## config.mk

```make
export PLATFORM = sky130hd
export DESIGN_NAME = uart_rx_sipo
export DESIGN_NICKNAME = d
export VERILOG_FILES = /design/src/rtl/uart_rx_sipo.sv
export SDC_FILE = /design/constraint.sdc
export NUM_CORES = 1
export LEC_CHECK = 0
export CAP_MARGIN = 20
export CORE_MARGIN = 2
export CORE_UTILIZATION = 58
export DETAILED_ROUTE_END_ITERATION = 6
export GPL_ROUTABILITY_DRIVEN = 1
export PLACE_DENSITY_LB_ADDON = 0.12
export REMOVE_ABC_BUFFERS = 1
export SLEW_MARGIN = 20
export SYNTH_ARGS = -nofsm -noshare
export SYNTH_HDL_FRONTEND = slang
export SYNTH_SLANG_ARGS = --single-unit
```

## constraint.sdc

```tcl
create_clock -name reg_clk -period 3.4 [get_ports reg_clk]
set_clock_uncertainty 0.1 [all_clocks]
set_input_delay 0.68 -clock reg_clk [delete_from_list [all_inputs] [get_ports reg_clk]]
set_output_delay 0.68 -clock reg_clk [all_outputs]
set_load 0.05 [all_outputs]
```

## src/rtl/uart_rx_sipo.sv

```systemverilog
// Serial-in/parallel-out UART receiver: start, 8 data bits LSB first, optional parity, stop.
// Bits are sampled mid-period using an oversampling tick from the baud generator.
module uart_rx_sipo #(
  parameter int OVERSAMPLE = 16,
  parameter int PARITY_EN  = 1,
  parameter int PARITY_ODD = 0
) (
  input  logic       reg_clk,
  input  logic       reg_rst,
  input  logic       sample_tick,
  input  logic       serial_in,
  output logic [7:0] p_data_out,
  output logic       data_valid,
  output logic       parity_err,
  output logic       frame_err,
  output logic       busy
);

  localparam int TW = $clog2(OVERSAMPLE);
  localparam logic [TW-1:0] TICK_LAST = TW'(OVERSAMPLE - 1);
  localparam logic [TW-1:0] TICK_HALF = TW'(OVERSAMPLE / 2 - 1);
  localparam bit HAS_PARITY = (PARITY_EN != 0);
  localparam logic ODD_BIT = (PARITY_ODD != 0);

  typedef enum logic [2:0] {
    IDLE,
    START,
    DATA,
    PARITY,
    STOP,
    BREAK
  } state_t;

  state_t        state;
  logic          rx_meta;
  logic          rx_s;
  logic [TW-1:0] tick_cnt;
  logic [2:0]    bit_cnt;
  logic [7:0]    shift_reg;
  logic          perr_q;

  // Two-flop synchronizer; resets to the idle (high) line level
  always_ff @(posedge reg_clk) begin
    if (reg_rst) begin
      rx_meta <= 1'b1;
      rx_s    <= 1'b1;
    end else begin
      rx_meta <= serial_in;
      rx_s    <= rx_meta;
    end
  end

  assign busy = (state != IDLE);

  always_ff @(posedge reg_clk) begin
    if (reg_rst) begin
      state      <= IDLE;
      tick_cnt   <= '0;
      bit_cnt    <= '0;
      shift_reg  <= '0;
      perr_q     <= 1'b0;
      p_data_out <= '0;
      data_valid <= 1'b0;
      parity_err <= 1'b0;
      frame_err  <= 1'b0;
    end else begin
      data_valid <= 1'b0;
      case (state)
        IDLE: begin
          if (sample_tick && !rx_s) begin
            state    <= START;
            tick_cnt <= '0;
          end
        end
        // A start bit that is high again at its midpoint was only a glitch
        START: begin
          if (sample_tick) begin
            if (tick_cnt == TICK_HALF) begin
              tick_cnt <= '0;
              if (!rx_s) begin
                state   <= DATA;
                bit_cnt <= '0;
              end else begin
                state <= IDLE;
              end
            end else begin
              tick_cnt <= tick_cnt + 1'b1;
            end
          end
        end
        DATA: begin
          if (sample_tick) begin
            if (tick_cnt == TICK_LAST) begin
              shift_reg <= {rx_s, shift_reg[7:1]};
              tick_cnt  <= '0;
              bit_cnt   <= bit_cnt + 1'b1;
              if (bit_cnt == 3'd7) begin
                state <= HAS_PARITY ? PARITY : STOP;
              end
            end else begin
              tick_cnt <= tick_cnt + 1'b1;
            end
          end
        end
        PARITY: begin
          if (sample_tick) begin
            if (tick_cnt == TICK_LAST) begin
              perr_q   <= (^shift_reg) ^ rx_s ^ ODD_BIT;
              tick_cnt <= '0;
              state    <= STOP;
            end else begin
              tick_cnt <= tick_cnt + 1'b1;
            end
          end
        end
        // A low stop bit parks in BREAK so a held-low line reports only once
        STOP: begin
          if (sample_tick) begin
            if (tick_cnt == TICK_LAST) begin
              p_data_out <= shift_reg;
              parity_err <= HAS_PARITY ? perr_q : 1'b0;
              frame_err  <= ~rx_s;
              data_valid <= 1'b1;
              tick_cnt   <= '0;
              state      <= rx_s ? IDLE : BREAK;
            end else begin
              tick_cnt <= tick_cnt + 1'b1;
            end
          end
        end
        BREAK: begin
          if (rx_s) begin
            state <= IDLE;
          end
        end
        default: state <= IDLE;
      endcase
    end
  end

endmodule

```

==> After elaboration in Yosys (flattened, before gate mapping) <==
Index checks and enable logic that the tools add are counted.
{ "totals": {"register_bits": 32, "mem_bits_ro": 0, "word_cells": 80, "latch_bits": 0, "ramBits": 0, "memories": 0, "inputBits": 4} }
{ "op_classes": {"add_sub_neg": 2, "n_reduce_logical": 15, "n_lt_le_gt_ge": 0, "eq_ne": 21, "n_div": 0, "n_shift": 0, "n_bitwise": 4, "mux": 27, "multipliers": 0} }
{ "ops": {"columns": ["op", "n"], "rows": [
  ["3-bit two-way mux", 17],
  ["2-bit inequality test, second input constant", 12],
  ["4-bit two-way mux", 5],
  ["3-bit case mux with 6 select lines", 1],
  ["4-bit case mux with 3 select lines", 1],
  ["11-bit AND reduction", 1],
  ["3-bit equality test, second input constant", 3],
  ["3-bit AND reduction", 3],
  ["8-bit parity", 1],
  ["3-bit by 2-bit equality test with 1-bit output, second input constant", 2],
  ["3-bit case mux with 2 select lines", 1],
  ["6-bit AND reduction", 1],
  ["3-bit nonzero test", 2],
  ["3-bit OR reduction", 2],
  ["4-bit by 1-bit adder with 4-bit output, second input constant", 1],
  ["4-bit by 3-bit equality test with 1-bit output, second input constant", 1],
  ["4-bit equality test, second input constant", 1],
  ["4-bit AND reduction", 1],
  ["3-bit by 1-bit adder with 3-bit output, second input constant", 1],
  ["3-bit by 1-bit equality test with 1-bit output, second input constant", 1],
  ["3-bit logical NOT", 1],
  ["1-bit inverter", 3],
  ["2-bit two-way mux", 1],
  ["2-bit by 1-bit inequality test with 1-bit output, second input constant", 1],
  ["5 further kinds", 5]
]} }

==> Depth between registers and ports, before layout <==
Gate-level depths: netlist (run 1).
{ "logic_depth": {"word_depth": 5, "ltp_mapped": 7, "ltp_nobuf": 6} }

==> Worst setup path before layout (run 1) <==
OpenSTA, ideal clock, no wires.
{ "synth_timing": {"kind": "register to register", "start": "reg state[0]", "end": "reg tick_cnt[2]", "path_slack_ps": 1459, "stages_incl_launch_ff": 6, "arrival_ps": 1709, "t_required_ps": 3168, "cell_sequence": "dfxtp_1 or3_1 o211ai_1 nor3b_1 o211ai_1 a21oi_1"} }
{ "synth_via": {"elab_chain_cells": 4, "elab_cells_between_ends": 12, "cone_classes": "7 x eq/ne; 1 x mux; 4 x reduce/logical"} }
{ "synth_rtl": {"columns": ["item", "line_no", "rtl"], "rows": [
  ["from (decl)", "34", "state_t state;"],
  ["from (signal assigned)", "98", "state <= HAS_PARITY ? PARITY : STOP;"],
  ["from (signal assigned)", "125", "state <= rx_s ? IDLE : BREAK;"],
  ["3-bit equality test / 3-bit by 2-bit equality test with 1-bit output (equally long branches)", "68", "case (state)"],
  ["3-bit OR reduction (no line)", null, null],
  ["2-bit by 1-bit inequality test with 1-bit output (no line) / 3-bit nonzero test (equally long branches)", null, null],
  ["4-bit AND reduction (no line)", null, null],
  ["to (signal assigned)", "87", "tick_cnt <= tick_cnt + 1'b1;"],
  ["to (signal assigned)", "101", "tick_cnt <= tick_cnt + 1'b1;"],
  ["to (signal assigned)", "112", "tick_cnt <= tick_cnt + 1'b1;"],
  ["to (decl)", "37", "logic [TW-1:0] tick_cnt;"]
]} }
Several ways; a longest one is shown, not always the timed one.
A chain may end at the register's enable or synchronous reset.

==> Worst setup path in the final report (run 1) <==
{ "layout_timing": {"start": "reg state[0]", "end": "out busy"} }
{ "layout_via": {"elab_chain_cells": 1} }
{ "layout_rtl": {"columns": ["item", "line_no", "rtl"], "rows": [
  ["3-bit nonzero test", "53", "assign busy = (state != IDLE);"],
  ["to (decl)", "16", "output logic busy"]
]} }
No other way between the ends.

==> impl_results.md, run 1 <==
* Outcome: complete, no violations
* Worst min-delay path class: reg -> reg
* First-pass GRT wire length at 4550 um
* Met1 WL at 1230 um
* CTS tree: yes
* Slew HR at 44.1%
* Hold Vio Cnt, Final at 0
* Worst skew pair latency at 330 ps
* Antenna violations before repair at 0
* Hold_buf cts at 0
* #FFs+latches synth at 32
* Post-route ant nets at 0
* Gpl congestion at 0.797
* Initial Utilization at 59.9%
* Most frequent cells in the layout: dfxtp_1 (32), nor2_1 (28), mux2i_1 (18)
* Sequential share of the synthesized area at 44.4%
* Pleak at 0.689 nW
* Worst stage delay on the critical path at 820 ps
* CP Max Fanout at 14
* Synth-to-Final Area Change at 17.4%
* Endpoint class of the critical path: output pin
* Met2 routed WL at 1290 um
* Worst hold slack at 332 ps
* CP startpoint kind: flop
* Clock Root Buffer: clkbuf_4
* WL met3 at 122 um
* Syn. warnings at 0
* Core Rows at 18
* # Post-CTS Setup Buffers at 0
* DRC errors left at 0
* Most common cell after layout, fill and taps aside: dfxtp_1
* RSZ-0062 raised after global routing: false
* Required @ worst endpoint at 2620 ps
* PortBufs at 15
* CTS H-tree depth at 2
* Critical Setup Path Class: reg -> out
* Fmax at 0.359 GHz
* Actual slew at the worst max-slew pin at 837 ps
* Drt pass-1 iters at 7
* DR top layer: met4
* DR WL/cell at 13.6 um
* Crit-path leading delay family: buffers and inverters
* Max-Cap Viols at 0
* Routed WL at 2680 um
* Die width at 53.9 um
* Max-slew violation count at 0
* GRT overflow at 0
* Tot GR Track Use at 22.6%
* Nets@finish at 174
* Core area at 2410 um^2
* Final TNS setup at 0 ps
* CP bufs+invs at 1
* Initial DRC count at 18
* Power per cell area at 434 nW/um^2
* Pin count of the biggest net entering global routing at 26
* Area contributors post-synth: dfxtp_1 (44%), mux2i_1 (12%), nor2_1 (7.3%)
* Synth top area share at 44.4%
* Final cell count without fillers at 198
* Vias in the first global route at 1042
* Period utilisation layout at 81.9%
* Crit-path slowest cell: clkdlybuf4s50_1
* Inst Count DP at 190
* Gate count after technology mapping at 152
* Critical path cell sequence: or3_1 -> clkdlybuf4s50_1
* Number of library cell types mapped by synthesis at 40
* Longest Clk Path Bufs at 2
* Synth area leader: dfxtp_1
* Die Y at 53.9 um
* Num CTS Buffers at 5
* Clk pin slew, worst setup/hold paths at 100 ps
* # IOs at 16
* Die Area at 2900 um^2
* CTS Sinks at 32
* # fillers at 179
* Netlist Area Pre-Place at 1440 um^2
* Min cycle time layout at 2780 ps
* Post-CTS Resized at 0
* DR vias/cell at 5.73
* Final Setup Violations at 0
* DR vias at 1135
* DP Wirelength at 1880 um
* Ant. Diodes at 0
* Arrival time at the worst endpoint at 2000 ps
* VDD IR max at 0.430 mV
* Syn avg cell area at 9.50 um^2
* Layout cells sized above 1 at 8.33%
-- power breakdown --
part	internal [mW]	total (mW)	switching, mW
clock network	0.195	0.323	0.128
registers	0.377	0.381	0.00454
logic	0.0119	0.0317	0.0198
total	0.584	0.736	0.152
-- path summary, 6_finish.rpt --
| path | startpoint | endpoint | slack [ps] | depth (start not counted) |
|---|---|---|---|---|
| setup / recovery | state[0]$_SDFFE_PP0P_ | busy | 620 | 2 |
| hold / removal | rx_meta$_SDFF_PP1_ | rx_s$_SDFF_PP1_ | 330 | 1 |
| setup reg to reg | state[0]$_SDFFE_PP0P_ | perr_q$_SDFFE_PP0P_ | 1190 | 5 |
| hold reg to reg | rx_meta$_SDFF_PP1_ | rx_s$_SDFF_PP1_ | 330 | 1 |
-- final cells by class --
| type | count | area [um^2] | share of cell area [%] |
|---|---|---|---|
| inverter | 2 | 7.51 | 0.443 |
| multi-input combinational | 109 | 749 | 44.2 |
| timing repair buffer | 17 | 165 | 9.74 |
| clock inverter | 1 | 30.0 | 1.77 |
| sequential | 32 | 641 | 37.8 |
| tap | 30 | 37.5 | 2.21 |
| clock buffer | 7 | 65.1 | 3.84 |
-- worst register-to-register path, cell delays in order, from the launching register on --
cell and delay [ps]:
dfxtp_1 610, o21ai_2 170, nor2b_1 190, a311o_1 390
or4_1 520, a21oi_1 150
-- synth_stat cells (all sizes together) --
cell type and instances:
a2111oi 1, clkbuf 4, or2 3, mux2i 18, xor2 2, a22oi 2
dfxtp 32, or3 2, nor3 2, or3b 1, a311o 1, o21ai 4
o2111ai 1, o211ai 2, nand3b 2, nor2 28, a211oi 1, nor4 1
nor4b 1, nor3b 1, and4 1, a21oi 9, a311oi 1, or4b 1
buf 5, or4 1, nand4 4, xnor2 4, and3 2, inv 2
nor2b 2, a31oi 1, o31ai 3, nand2 3, ha 3, xnor3 1
-- stage by stage --
stage / setup slack [ps] / area, um^2 / utilization (%) / total power [mW]
detailed placement: 844 / 1600 / 66.4 / 0.421
CTS: 602 / 1700 / 70.4 / 0.745
finish: 616 / 1700 / 70.4 / 0.736
global placement: 904 / 1600 / 66.4 / 0.420
floorplan: 1310 / 1400 / - / 0.406
global route: 503 / 1700 / 70.4 / 0.766
-- cell families after synthesis --
kind of cell,count (synthesis),share of synthesized area [%]
muxes,18,12.5
xor gates and xnor gates,7,5.20
AOI/OAI and AO/OA,26,12.2
buffers and inverters,11,3.73
and+or+nand+nor,55,19.4
DFF,32,44.4
adders and majority gates,3,2.60
-- metal layers --
metal  global-route usage, %  up-vias
met5                       0        -
met3                    8.33        6
li1                        -      574
met2                    38.6       22
met1                    25.2      533
met4                    8.97        0
No activity file was read; power rests on OpenSTA's default activity.
==> run 2, diff against run 1 <==
- CORE_UTILIZATION: 58 -> 49
- clock period: 3.4 -> 2.43 ns (I/O delays scaled with it)
==> impl_results.md, run 2 (synthesis gave the netlist of run 1 again) <==
* Critical Setup Path Class: reg -> reg (was reg -> out)
* CTS tree: yes (unchanged)
* PortBufs at 15 (unchanged)
* Final Setup Violations at 0 (unchanged)
* Pleak at 0.727 nW (was 0.689 nW)
* Initial DRC count at 47 (was 18)
* GRT overflow at 0 (unchanged)
* Place WS at 189 ps (was 844 ps)
* Initial Utilization at 51.9% (was 59.9%)
* # fillers at 241 (was 179)
* Core Rows at 19 (was 18)
* RSZ-0062 raised after global routing: false (unchanged)
* Period utilisation layout at 86.1%
* Antenna violations before repair at 0 (unchanged)
* Critical path cell sequence: ha_1 -> nand3b_1 -> a211oi_2 -> nor2_1 -> or4_1 -> a21oi_1 (was or3_1 -> clkdlybuf4s50_1)
* Worst skew pair latency at 330 ps (about the same)
* Die Y at 58.3 um (was 53.9 um)
* Gpl congestion at 0.855 (was 0.797)
* Drt pass-1 iters at 4 (was 7)
* CTS Sinks at 32 (unchanged)
* Arrival time at the worst endpoint at 2250 ps (was 2000 ps)
* Sequential Power Share at 54.4% (was 51.8%)
* Clk pin slew, worst setup/hold paths at 90 ps (was 100 ps)
* First-pass GRT wire length at 4890 um (was 4550 um)
* Hold Vio Cnt, Final at 0 (unchanged)
* # Post-CTS Setup Buffers at 0 (unchanged)
* CP startpoint kind: flop (unchanged)
* Die width at 58.3 um (was 53.9 um)
* DR vias at 1129 (was 1135)
* DRC errors left at 0 (unchanged)
* Cell Area, Placed at 1650 um^2 (was 1600 um^2)
* Slew HR at 64.7% (was 44.1%)
* Ant. Diodes at 0 (unchanged)
* Most common cell after layout, fill and taps aside: dfxtp_1 (unchanged)
* Power per cell area at 562 nW/um^2 (was 434 nW/um^2)
* Longest Clk Path Bufs at 2 (unchanged)
* CP Max Fanout at 6 (was 14)
* Tot GR Track Use at 19.0% (was 22.6%)
* Final WS setup at 338 ps (was 616 ps)
* Switching Fraction at 21.5% (was 20.7%)
* Post-route ant nets at 0 (unchanged)
* DR vias/cell at 5.53 (was 5.73)
* Final Cell Area at 1730 um^2 (was 1700 um^2)
* Die Area at 3400 um^2 (was 2900 um^2)
* VDD IR max at 0.476 mV (was 0.430 mV)
* Final TNS setup at 0 ps (unchanged)
* DP Wirelength at 1850 um (was 1880 um)
* Core area at 2780 um^2 (was 2410 um^2)
* Most frequent cells in the layout: dfxtp_1 (32), nor2_1 (28), mux2i_1 (18) (unchanged)
* DR WL/cell at 13.0 um (was 13.6 um)
* Min cycle time layout at 2090 ps
* Num CTS Buffers at 5 (unchanged)
* Clock Root Buffer: clkbuf_4 (unchanged)
* Vias in the first global route at 1083 (was 1042)
* Outcome: complete, no violations (unchanged)
* Total power at 973 uW (was 736 uW)
* # IOs at 16 (unchanged)
* Pint at 764 uW (was 584 uW)
* Routed WL at 2660 um (was 2680 um)
* Max-Cap Viols at 0 (unchanged)
* Clk pwr share at 40.1% (was 43.9%)
* Fmax at 0.478 GHz
* Max-slew violation count at 0 (unchanged)
* Required @ worst endpoint at 2590 ps (was 2620 ps)
* Layout cells sized above 1 at 10.4% (was 8.33%)
* Actual slew at the worst max-slew pin at 516 ps (was 837 ps)
* Pin count of the biggest net entering global routing at 21 (was 26)
* Crit-path slowest cell: or4_1 (was clkdlybuf4s50_1)
* Worst min-delay path class: reg -> reg (unchanged)
* Synth-to-Final Area Change at 19.8% (was 17.4%)
* CTS H-tree depth at 2 (unchanged)
* Nets@finish at 179 (was 174)
* Worst stage delay on the critical path at 560 ps (was 820 ps)
* Endpoint class of the critical path: flop (was output pin)
* Part of the power in combinational logic at 5.5% (was 4.3%)
* Sw Pwr at 209 uW (was 152 uW)
## run 2: cell types whose count changed in the layout (fill, tap and decap cells not counted)
cell and delta:
clkbuf_1 +1, clkinv_2 +1, dlymetal6s2s_1 +1, buf_4 +4, buf_12 +1, clkbuf_8 -2, clkdlybuf4s50_1 -1
## run 2: power groups by stage
stage	registers, mW	clock network (mW)	logic, mW
5_1_grt	0.530	0.427	0.0594
2_1_floorplan	0.544	0	0.0240
4_1_cts	0.530	0.404	0.0537
3_5_place_dp	0.542	0	0.0534
6_report	0.529	0.390	0.0535
3_3_place_gp	0.542	0	0.0526
## run 2: layout make-up
cell class	count	area, um^2	area share (%)
Multi-Input combinational cell	109	749	43.3
Sequential cell	32	641	37.0
Timing Repair Buffer	22	218	12.6
Clock buffer	6	41.3	2.39
Tap cell	31	38.8	2.24
Clock inverter	2	35.0	2.02
Inverter	2	7.51	0.434
## run 2: what timing repair did
action | CTS | global route
gates resized for setup | 0 | 1
setup endpoints to repair | 0 | 1
hold buffers | 0 | 0
## run 2: final timing paths
check                                 from             endpoint  slack [ps]  cells after the start
setup / recovery  tick_cnt[0]$_SDFFE_PP0P_  perr_q$_SDFFE_PP0P_         340                      6
hold / removal          rx_meta$_SDFF_PP1_      rx_s$_SDFF_PP1_         330                      1
setup reg to reg  tick_cnt[0]$_SDFFE_PP0P_  perr_q$_SDFFE_PP0P_         340                      6
hold reg to reg         rx_meta$_SDFF_PP1_      rx_s$_SDFF_PP1_         330                      1
## run 2: layer usage
layer | track usage (%) | wire, um | up-vias
li1 | - | - | 584
met1 | 24.6 | 1330 | 511
met2 | 28.3 | 1180 | 25
met3 | 6.70 | 100 | 9
met4 | 8.97 | 57 | 0
met5 | 0 | 0 | -
## run 2: critical path, delay by kind of cell (launching register included)
kind / cells / cell delay (ps)
AO/OA/AOI/OAI: 2 / 480
adder cells (fa/ha/maj): 1 / 240
flip-flops: 1 / 380
AND/OR/NAND/NOR: 3 / 830
## run 2: stage by stage
step	hold slack [ps]	cells	utilization [%]
finish	328	204	62.2
detailed placement	305	196	59.4
floorplan	289	143	-
global placement	296	196	59.4
CTS	329	204	62.1
global route	350	204	62.2
